**config.mk**
```make
export PLATFORM = sky130hd
export DESIGN_NAME = haar_filter_mc
export DESIGN_NICKNAME = d
export VERILOG_FILES = /design/src/rtl/haar_filter_mc.sv
export SDC_FILE = /design/constraint.sdc
export NUM_CORES = 2
export LEC_CHECK = 0
export CORE_MARGIN = 2
export CORE_UTILIZATION = 38
export CTS_CLUSTER_DIAMETER = 60
export DETAILED_ROUTE_END_ITERATION = 8
export PLACE_DENSITY = 0.61
export SLEW_MARGIN = 0
export SYNTH_ARGS = -nofsm -noshare
export SYNTH_HDL_FRONTEND = slang
export SYNTH_SLANG_ARGS = --single-unit
export TNS_END_PERCENT = 100
```
**constraint.sdc**
```tcl
create_clock -name clk -period 4 [get_ports clk]
set_input_delay 1 -clock clk [delete_from_list [all_inputs] [get_ports clk]]
set_output_delay 1 -clock clk [all_outputs]
set_load 0.02 [all_outputs]
```
**src/rtl/haar_filter_mc.sv**
```systemverilog
// Multichannel time-multiplexed Haar analysis cascade. Each stage keeps one held
// sample and one phase bit per channel. Each stage has one pipeline register, and every output is saturated.
module haar_filter_mc #(
   parameter int CHANNELS       = 4,
   parameter int STAGES         = 8,
   parameter int IN_WIDTH       = 16,
   parameter int INTERNAL_WIDTH = 18,
   parameter int OUT_WIDTH      = 16,
   parameter int ROUND          = 0,
   parameter int CH_W           = (CHANNELS > 1) ? $clog2(CHANNELS) : 1
) (
   input  logic                             clk,
   input  logic                             rstN,
   input  logic                             en,
   input  logic [CH_W-1:0]                  chIn,
   input  logic [IN_WIDTH-1:0]              dataIn,
   output logic [STAGES:0]                  outStrobes,
   output logic [CH_W*(STAGES+1)-1:0]       outChannel,
   output logic [OUT_WIDTH*(STAGES+1)-1:0]  dataOut
);
   localparam int            IW     = INTERNAL_WIDTH;
   localparam logic [CH_W:0] NUM_CH = (CH_W+1)'(CHANNELS);
   localparam logic [IW:0]   RND    = (IW+1)'(ROUND);

   // Clamp a working-width value into the signed output range.
   function automatic logic [OUT_WIDTH-1:0] saturate(input logic [IW-1:0] x);
      logic [IW-OUT_WIDTH:0] top;
      top = x[IW-1:OUT_WIDTH-1];
      if (&top || ~|top) return x[OUT_WIDTH-1:0];
      else if (x[IW-1])  return {1'b1, {(OUT_WIDTH-1){1'b0}}};
      else               return {1'b0, {(OUT_WIDTH-1){1'b1}}};
   endfunction

   logic            in_v;
   logic [CH_W-1:0] in_ch;
   logic [IW-1:0]   in_d;

   always_ff @(posedge clk or negedge rstN) begin
      if (!rstN) begin
         in_v  <= 1'b0;
         in_ch <= '0;
         in_d  <= '0;
      end else begin
         // NOTE: non-blocking assignments keep every register sampling pre-edge values,
         // so the stage chain below behaves as a true one-register-per-stage pipeline.
         in_v  <= en && ({1'b0, chIn} < NUM_CH);
         in_ch <= chIn;
         in_d  <= IW'($signed(dataIn));
      end
   end

   // Approximation hand-off from each stage to the next.
   logic [STAGES-1:0]           fwd_v;
   logic [STAGES-1:0][CH_W-1:0] fwd_ch;
   logic [STAGES-1:0][IW-1:0]   fwd_d;

   for (genvar k = 0; k < STAGES; k++) begin : g_stage
      logic                v;
      logic [CH_W-1:0]     ch;
      logic [IW-1:0]       a;
      logic [IW-1:0]       b;
      logic [IW:0]         sum;
      logic [IW:0]         dif;
      logic [IW-1:0]       held [CHANNELS];
      logic [CHANNELS-1:0] phase;
      logic                out_v;
      logic [CH_W-1:0]     out_ch;
      logic [IW-1:0]       det_q;
      logic [IW-1:0]       apx_q;

      if (k == 0) begin : g_src
         assign v  = in_v;
         assign ch = in_ch;
         assign b  = in_d;
      end else begin : g_src
         assign v  = fwd_v[k-1];
         assign ch = fwd_ch[k-1];
         assign b  = fwd_d[k-1];
      end

      assign a   = held[ch];
      assign sum = {a[IW-1], a} + {b[IW-1], b} + RND;
      assign dif = {a[IW-1], a} - {b[IW-1], b} + RND;

      always_ff @(posedge clk or negedge rstN) begin
         if (!rstN) begin
            // NOTE: the held-sample array is reset together with the phase bits, so a
            // reset leaves no trace of a half-collected pair in any channel.
            for (int c = 0; c < CHANNELS; c++) held[c] <= '0;
            phase  <= '0;
            out_v  <= 1'b0;
            out_ch <= '0;
            det_q  <= '0;
            apx_q  <= '0;
         end else begin
            out_v <= 1'b0;
            if (v) begin
               if (!phase[ch]) begin
                  held[ch]  <= b;
                  phase[ch] <= 1'b1;
               end else begin
                  phase[ch] <= 1'b0;
                  out_v     <= 1'b1;
                  out_ch    <= ch;
                  det_q     <= dif[IW:1];
                  apx_q     <= sum[IW:1];
               end
            end
         end
      end

      assign fwd_v[k]  = out_v;
      assign fwd_ch[k] = out_ch;
      assign fwd_d[k]  = apx_q;

      assign outStrobes[k]                     = out_v;
      assign outChannel[k*CH_W +: CH_W]        = out_ch;
      assign dataOut[k*OUT_WIDTH +: OUT_WIDTH] = saturate(det_q);
   end

   assign outStrobes[STAGES]                     = fwd_v[STAGES-1];
   assign outChannel[STAGES*CH_W +: CH_W]        = fwd_ch[STAGES-1];
   assign dataOut[STAGES*OUT_WIDTH +: OUT_WIDTH] = saturate(fwd_d[STAGES-1]);

endmodule

```
# Yosys cells after proc, flatten, opt, wreduce, memory -nomap -nowiden
# Cells that the tools add are included.
[word_totals]
regBits = 939
input_bits = 21
output_inout_bits = 171
elab_cells = 353
[classes]
n_addsub = 16
n_lt_le_gt_ge = 32
muxes = 122
bitwise_logic = 40
reduce_logical = 68
[op_table]
columns = ["cell", "count"]
rows = [
  ["$bwmux 72", 8],
  ["$mux 18", 24],
  ["$bmux 18 s2", 8],
  ["$demux 18 s2", 8],
  ["$mux 16", 18],
  ["$add 18x18->19", 7],
  ["$sub 18x18->19", 7],
  ["$and 4x4->4", 8],
  ["$mux 1", 32],
  ["$mux 4", 8],
  ["$not 4->4", 8],
  ["$or 4x4->4", 8],
  ["$reduce_and 2->1", 16],
  ["$reduce_and 3->1", 9],
  ["$reduce_or 3->1", 9],
  ["$ge 3x3->1 const B", 8],
  ["$lt 2x3->1 const B", 8],
  ["$lt 3x1->1 const B", 8],
  ["$not 2->3", 8],
  ["$add 18x16->19", 1],
  ["$sub 18x16->19", 1],
  ["$bmux 1 s2", 8],
  ["$demux 1 s2", 8],
  ["$ge 2x1->1 const B", 8],
  ["other kinds (4)", 42],
]

# Logic depth before layout (Yosys ltp)
[logic_depth]
depth_word = 7
depth_mapped = 14
depth_no_buf = 12

# Least setup slack after synthesis
# OpenSTA, ideal clock, no wires.
[synth_timing]
path_type = "flip-flop to flip-flop"
from = "reg g_stage[1].out_ch[0]"
to = "reg g_stage[2].apx_q[17]"
setup_time_ns = 0.120
arrival_time_ns = 4.413
required_ns = 3.880
setup_slack_ns = -0.534
stages_incl_launch_ff = 12
n_path_buf = 4
period_less_slack_ns = 4.534
path_cell_list = "dfrtp_1 > buf_2 > buf_1 > buf_1 > mux4_2 > ha_1 > clkbuf_1 > or4_1 > or3_1 > o221a_2 > or4_1 > a31o_2"
[synth_between]
elab_chain_len = 5
elab_cells_between_ends = 8
cone_classes = "add/sub: 1; mux: 5; bitwise: 1; reduce/logical: 1"
[synth_lines]
columns = ["item", "line", "source"]
rows = [
  ["start: declaration", "67", "logic [CH_W-1:0] out_ch;"],
  ["start signal: assignment", "104", "out_ch <= ch;"],
  ["$not 2->3 (not written as such)", "81", "assign a = held[ch];"],
  ["$bmux 18 s2", "81", ""],
  ["$mux 18 (not written as such) (2 in series)", "81", ""],
  ["$add 18x18->19", "82", "assign sum = {a[IW-1], a} + {b[IW-1], b} + RND;"],
  ["end signal: assignment", "106", "apx_q <= sum[IW:1];"],
  ["end: declaration", "69", "logic [IW-1:0] apx_q;"],
]
# Several ways; a longest one is shown, not always the timed one. The select of a mux whose other input is x is not followed.
# A chain may end at the register's enable or synchronous reset.

# Worst setup path after layout
[layout_timing]
from = "reg g_stage[1].det_q[17]"
to = "out dataOut[17]"
[layout_between]
elab_chain_len = 4
elab_cells_between_ends = 6
cone_classes = "mux: 2; reduce/logical: 4"
[layout_lines]
columns = ["item", "line", "source"]
rows = [
  ["start: declaration", "68", "logic [IW-1:0] det_q;"],
  ["start signal: assignment", "105", "det_q <= dif[IW:1];"],
  ["$reduce_or 3->1", "29", "if (&top || ~|top) return x[OUT_WIDTH-1:0];"],
  ["$logic_not 1->1", "29", ""],
  ["$logic_or 1x1->1", "29", ""],
  ["$mux 16 (*)", "29", ""],
  ["end: declaration", "19", "output logic [OUT_WIDTH*(STAGES+1)-1:0] dataOut"],
]
# Every way passes the cells marked *; elsewhere a longest branch is shown, timed or not.

==> reports/results.txt <==
wire per inst - 18.2 um
Reg clk slew, reported paths - 0.06 ns
Final Hold Fails - 0
clk buf depth - 3
drt initial violations - 2322
CTS tree - built
largest family of logic cells by synthesized area - multiplexers
Finished Layout Cells - 7597
status - finished, final reports clean
Slowest Stage Delay on Critical Path - 0.77 ns
fin crit period - 3.87 ns
RSZ-0062 raised after global routing - false
DRC viols - 0
vias in the first global route - 40131
Routed Antenna Nets - 0
final hold slack - 0.296 ns
final WL - 138000 um
Via-to-Cell Ratio - 5.23
CP Data Required Time - 3.00 ns
largest net degree at the start of global routing - 75
Slowest-stage cell, CP - dfrtp_1
delay-heaviest family, CP - flip-flops
CTS buffer count - 109
Max VDD drop - 0.000624 V
FF-to-FF Start - g_stage[1].out_ch[0]$_DFFE_PN0P_
multi-input logic area - 28500 sq um
number of max-cap violations - 0
cell mode on critical path - nor2_1
Syn Area/Cell - 9.85 sq um
Syn-to-layout area delta - 15.3%
die area - 145000 sq um
clock skew - 0.0377 ns
Placed Instances - 7394
initial antenna violation count - 0
Pins Over Slew Limit - 0
# nets final - 5955
Netlist cell types - 90
FF+latch area - 23300 sq um
Final HPWL DP - 101000 um
Max-slew headroom - 0.308
clock sinks - 931
cell count after synthesis - 5490
port bufs - 191
Via Count - 39762
Initial Utilization - 0.382
# IOs - 192
Mapped Nets - 5830
Seq/Total Area, Yosys - 0.431
FMAX - 259 MHz
GP Congestion - 0.905
GRT overflow - 0
power per cell area - 643 nW/um^2
Post-synth EDFFs - 0
Cell Rows - 138
Hold Crit Class - in2async
prevailing post-synth register cell - dfrtp_1
DIE HEIGHT - 381 um
Post-Synth XOR/XNOR Area - 0.0351
fill cell count - 13364
Post-synth ARST share - 1.00
H-tree Lvls - 3
layout cells sized above 1 - 0.174
Ys Warns - 0
Lkg Pwr - 28.6 nW
worst slew pin tran - 1.04 ns
Period Utilization, post-route - 0.967
top layer in use - met4
final setup vio count - 0
critical path launch point - g_stage[1].det_q[17]$_DFFE_PN0P_
worst-path fanout max - 32
Worst Path Buf+Inv - 1
Post-CTS Setup Inserts - 0
Cell Area, Synth - 54100 sq um
arrival time at the worst endpoint - 2.87 ns
Skew-Pair Late Insertion Delay - 0.73 ns
drt pass-1 iters - 5
mux share of post-synthesis cell area - 0.153
Crit. End Element - primary output
crit path launch type - register
Yosys reg bits - 931
DR WL met3 - 5260 um
Met2 Routed Length - 67300 um
met1 WL - 62200 um
Setup CP Type - reg2out
Die Span X - 381 um
core area - 141000 sq um
Synth Area in Simple Gates - 0.131
root buf cell - clkbuf_16
worst path cell trace - nor2_1 > nor2_1 > a21oi_1 > clkdlybuf4s50_1
compound-cell area share of the yosys netlist - 0.131
GRT Total Usage - 0.190
first-pass GRT wire length - 225000 um
Post-Synth Adder-Cell Area - 0.0760
==> Yosys cell counts, types with 7 or more instances <==
cell	count	area, sq um
dfrtp_1	931	23300
nand2_1	700	2630
nor2_1	576	2160
o21ai_0	458	2290
mux2_2	432	4860
a21oi_1	342	1710
ha_1	303	3790
inv_1	281	1050
clkbuf_1	270	1010
xnor2_1	164	1440
mux4_2	150	3380
nor3_1	65	325
a21o_1	62	465
nand2b_1	60	375
nand3_1	56	280
xor2_1	53	464
o21bai_1	49	368
a31oi_1	36	225
nor2b_1	35	219
o31ai_1	32	240
a211oi_1	30	225
buf_1	26	97.6
nand4_1	22	138
or3_1	22	138
o21a_1	20	150
nor4_1	19	119
and3_1	18	113
fa_1	16	320
nand3b_1	16	120
o211ai_1	16	120
o21ai_1	14	70.1
buf_2	12	60.1
buf_4	12	90.1
or2_2	12	75.1
and2_1	11	68.8
or4_1	11	82.6
nor3b_1	10	75.1
o31a_1	9	78.8
a311oi_1	7	61.3
==> cells in the final DEF, fill, tap and decap left out, drive strengths merged, types with 33 or more instances in the layout <==
cell,instances
nand3,56
nor3,67
inv,293
a21oi,343
o21bai,49
mux2,432
nand2b,60
a31oi,37
nor2b,36
xor2,53
xnor2,164
ha,303
nor2,576
o31ai,33
dfrtp,931
clkdlybuf4s50,190
o21ai,473
a21o,62
clkbuf,147
mux4,150
buf,146
nand2,700
==> state kept, by name, indices dropped and copies added, names as in the netlist, named ones only <==
register        cells
g_stage.held      568
g_stage.apx_q     144
g_stage.det_q     144
g_stage.b          16
g_stage.out_ch     16
g_stage.out_v       8
g_stage.ch          2
g_stage.v           1
==> power breakdown <==
group	internal, mW	switching, mW
clock	6.36	4.25
combinational	7.11	9.60
sequential	11.0	1.78
total	24.5	15.6
==> final cells by class <==
class	instances	share of cell area
Inverter	285	0.0172
Sequential cell	931	0.374
Clock inverter	55	0.0118
Multi-Input combinational cell	3952	0.458
Timing Repair Buffer	336	0.0510
Clock buffer	147	0.0506
Antenna cell	1	0.0000401
Tap cell	1890	0.0379
==> repair_timing <==
item	4_1_cts	5_1_grt
hold buffers	0	0
endpoints found under the setup margin	0	10
gates resized for setup	0	5
==> final timing paths <==
check / depth (start not counted) / to / slack [ns]
setup reg to reg: 12 / g_stage[2].det_q[15]$_DFFE_PN0P_ / 0.31
hold reg to reg: 2 / g_stage[4].held[1]$_DFFE_PN0P_ / 0.48
setup / recovery: 4 / dataOut[17] / 0.13
min in group clk: 2 / g_stage[4].held[1]$_DFFE_PN0P_ / 0.48
max in group asynchronous: 2 / g_stage[7].held[9]$_DFFE_PN0P_ / 2.65
hold / removal: 1 / g_stage[0].b[11]$_DFF_PN0_ / 0.30
==> per-stage QoR <==
stage / power (mW) / cell area (sq um) / TNS [ns] / setup WS [ns] / util
2_1_floorplan: 23.8 / 54100 / -0.0624 / -0.0624 / -
3_3_place_gp: 29.3 / 58500 / 0 / 0.266 / 0.413
3_5_place_dp: 29.5 / 58500 / 0 / 0.213 / 0.413
4_1_cts: 40.4 / 62300 / 0 / 0.103 / 0.441
5_1_grt: 42.7 / 62300 / 0 / 0.00905 / 0.441
6_report: 40.1 / 62400 / 0 / 0.132 / 0.441
==> per-layer routing <==
metal	global-route usage	vias to the layer above
li1	-	19236
met1	0.253	19632
met2	0.323	699
met3	0.0273	195
met4	0.0495	0
met5	0	-
==> kinds of logic (layout without fill, tap and decap cells) <==
family	Yosys count	after routing
xor+xnor	217	217
fa+ha+maj	319	319
flops	931	931
compound gates	1180	1180
other cells	0	1
buf+inv	607	823
simple gates	1650	1650
mux	586	586
Power figures use the tool's default switching activity.
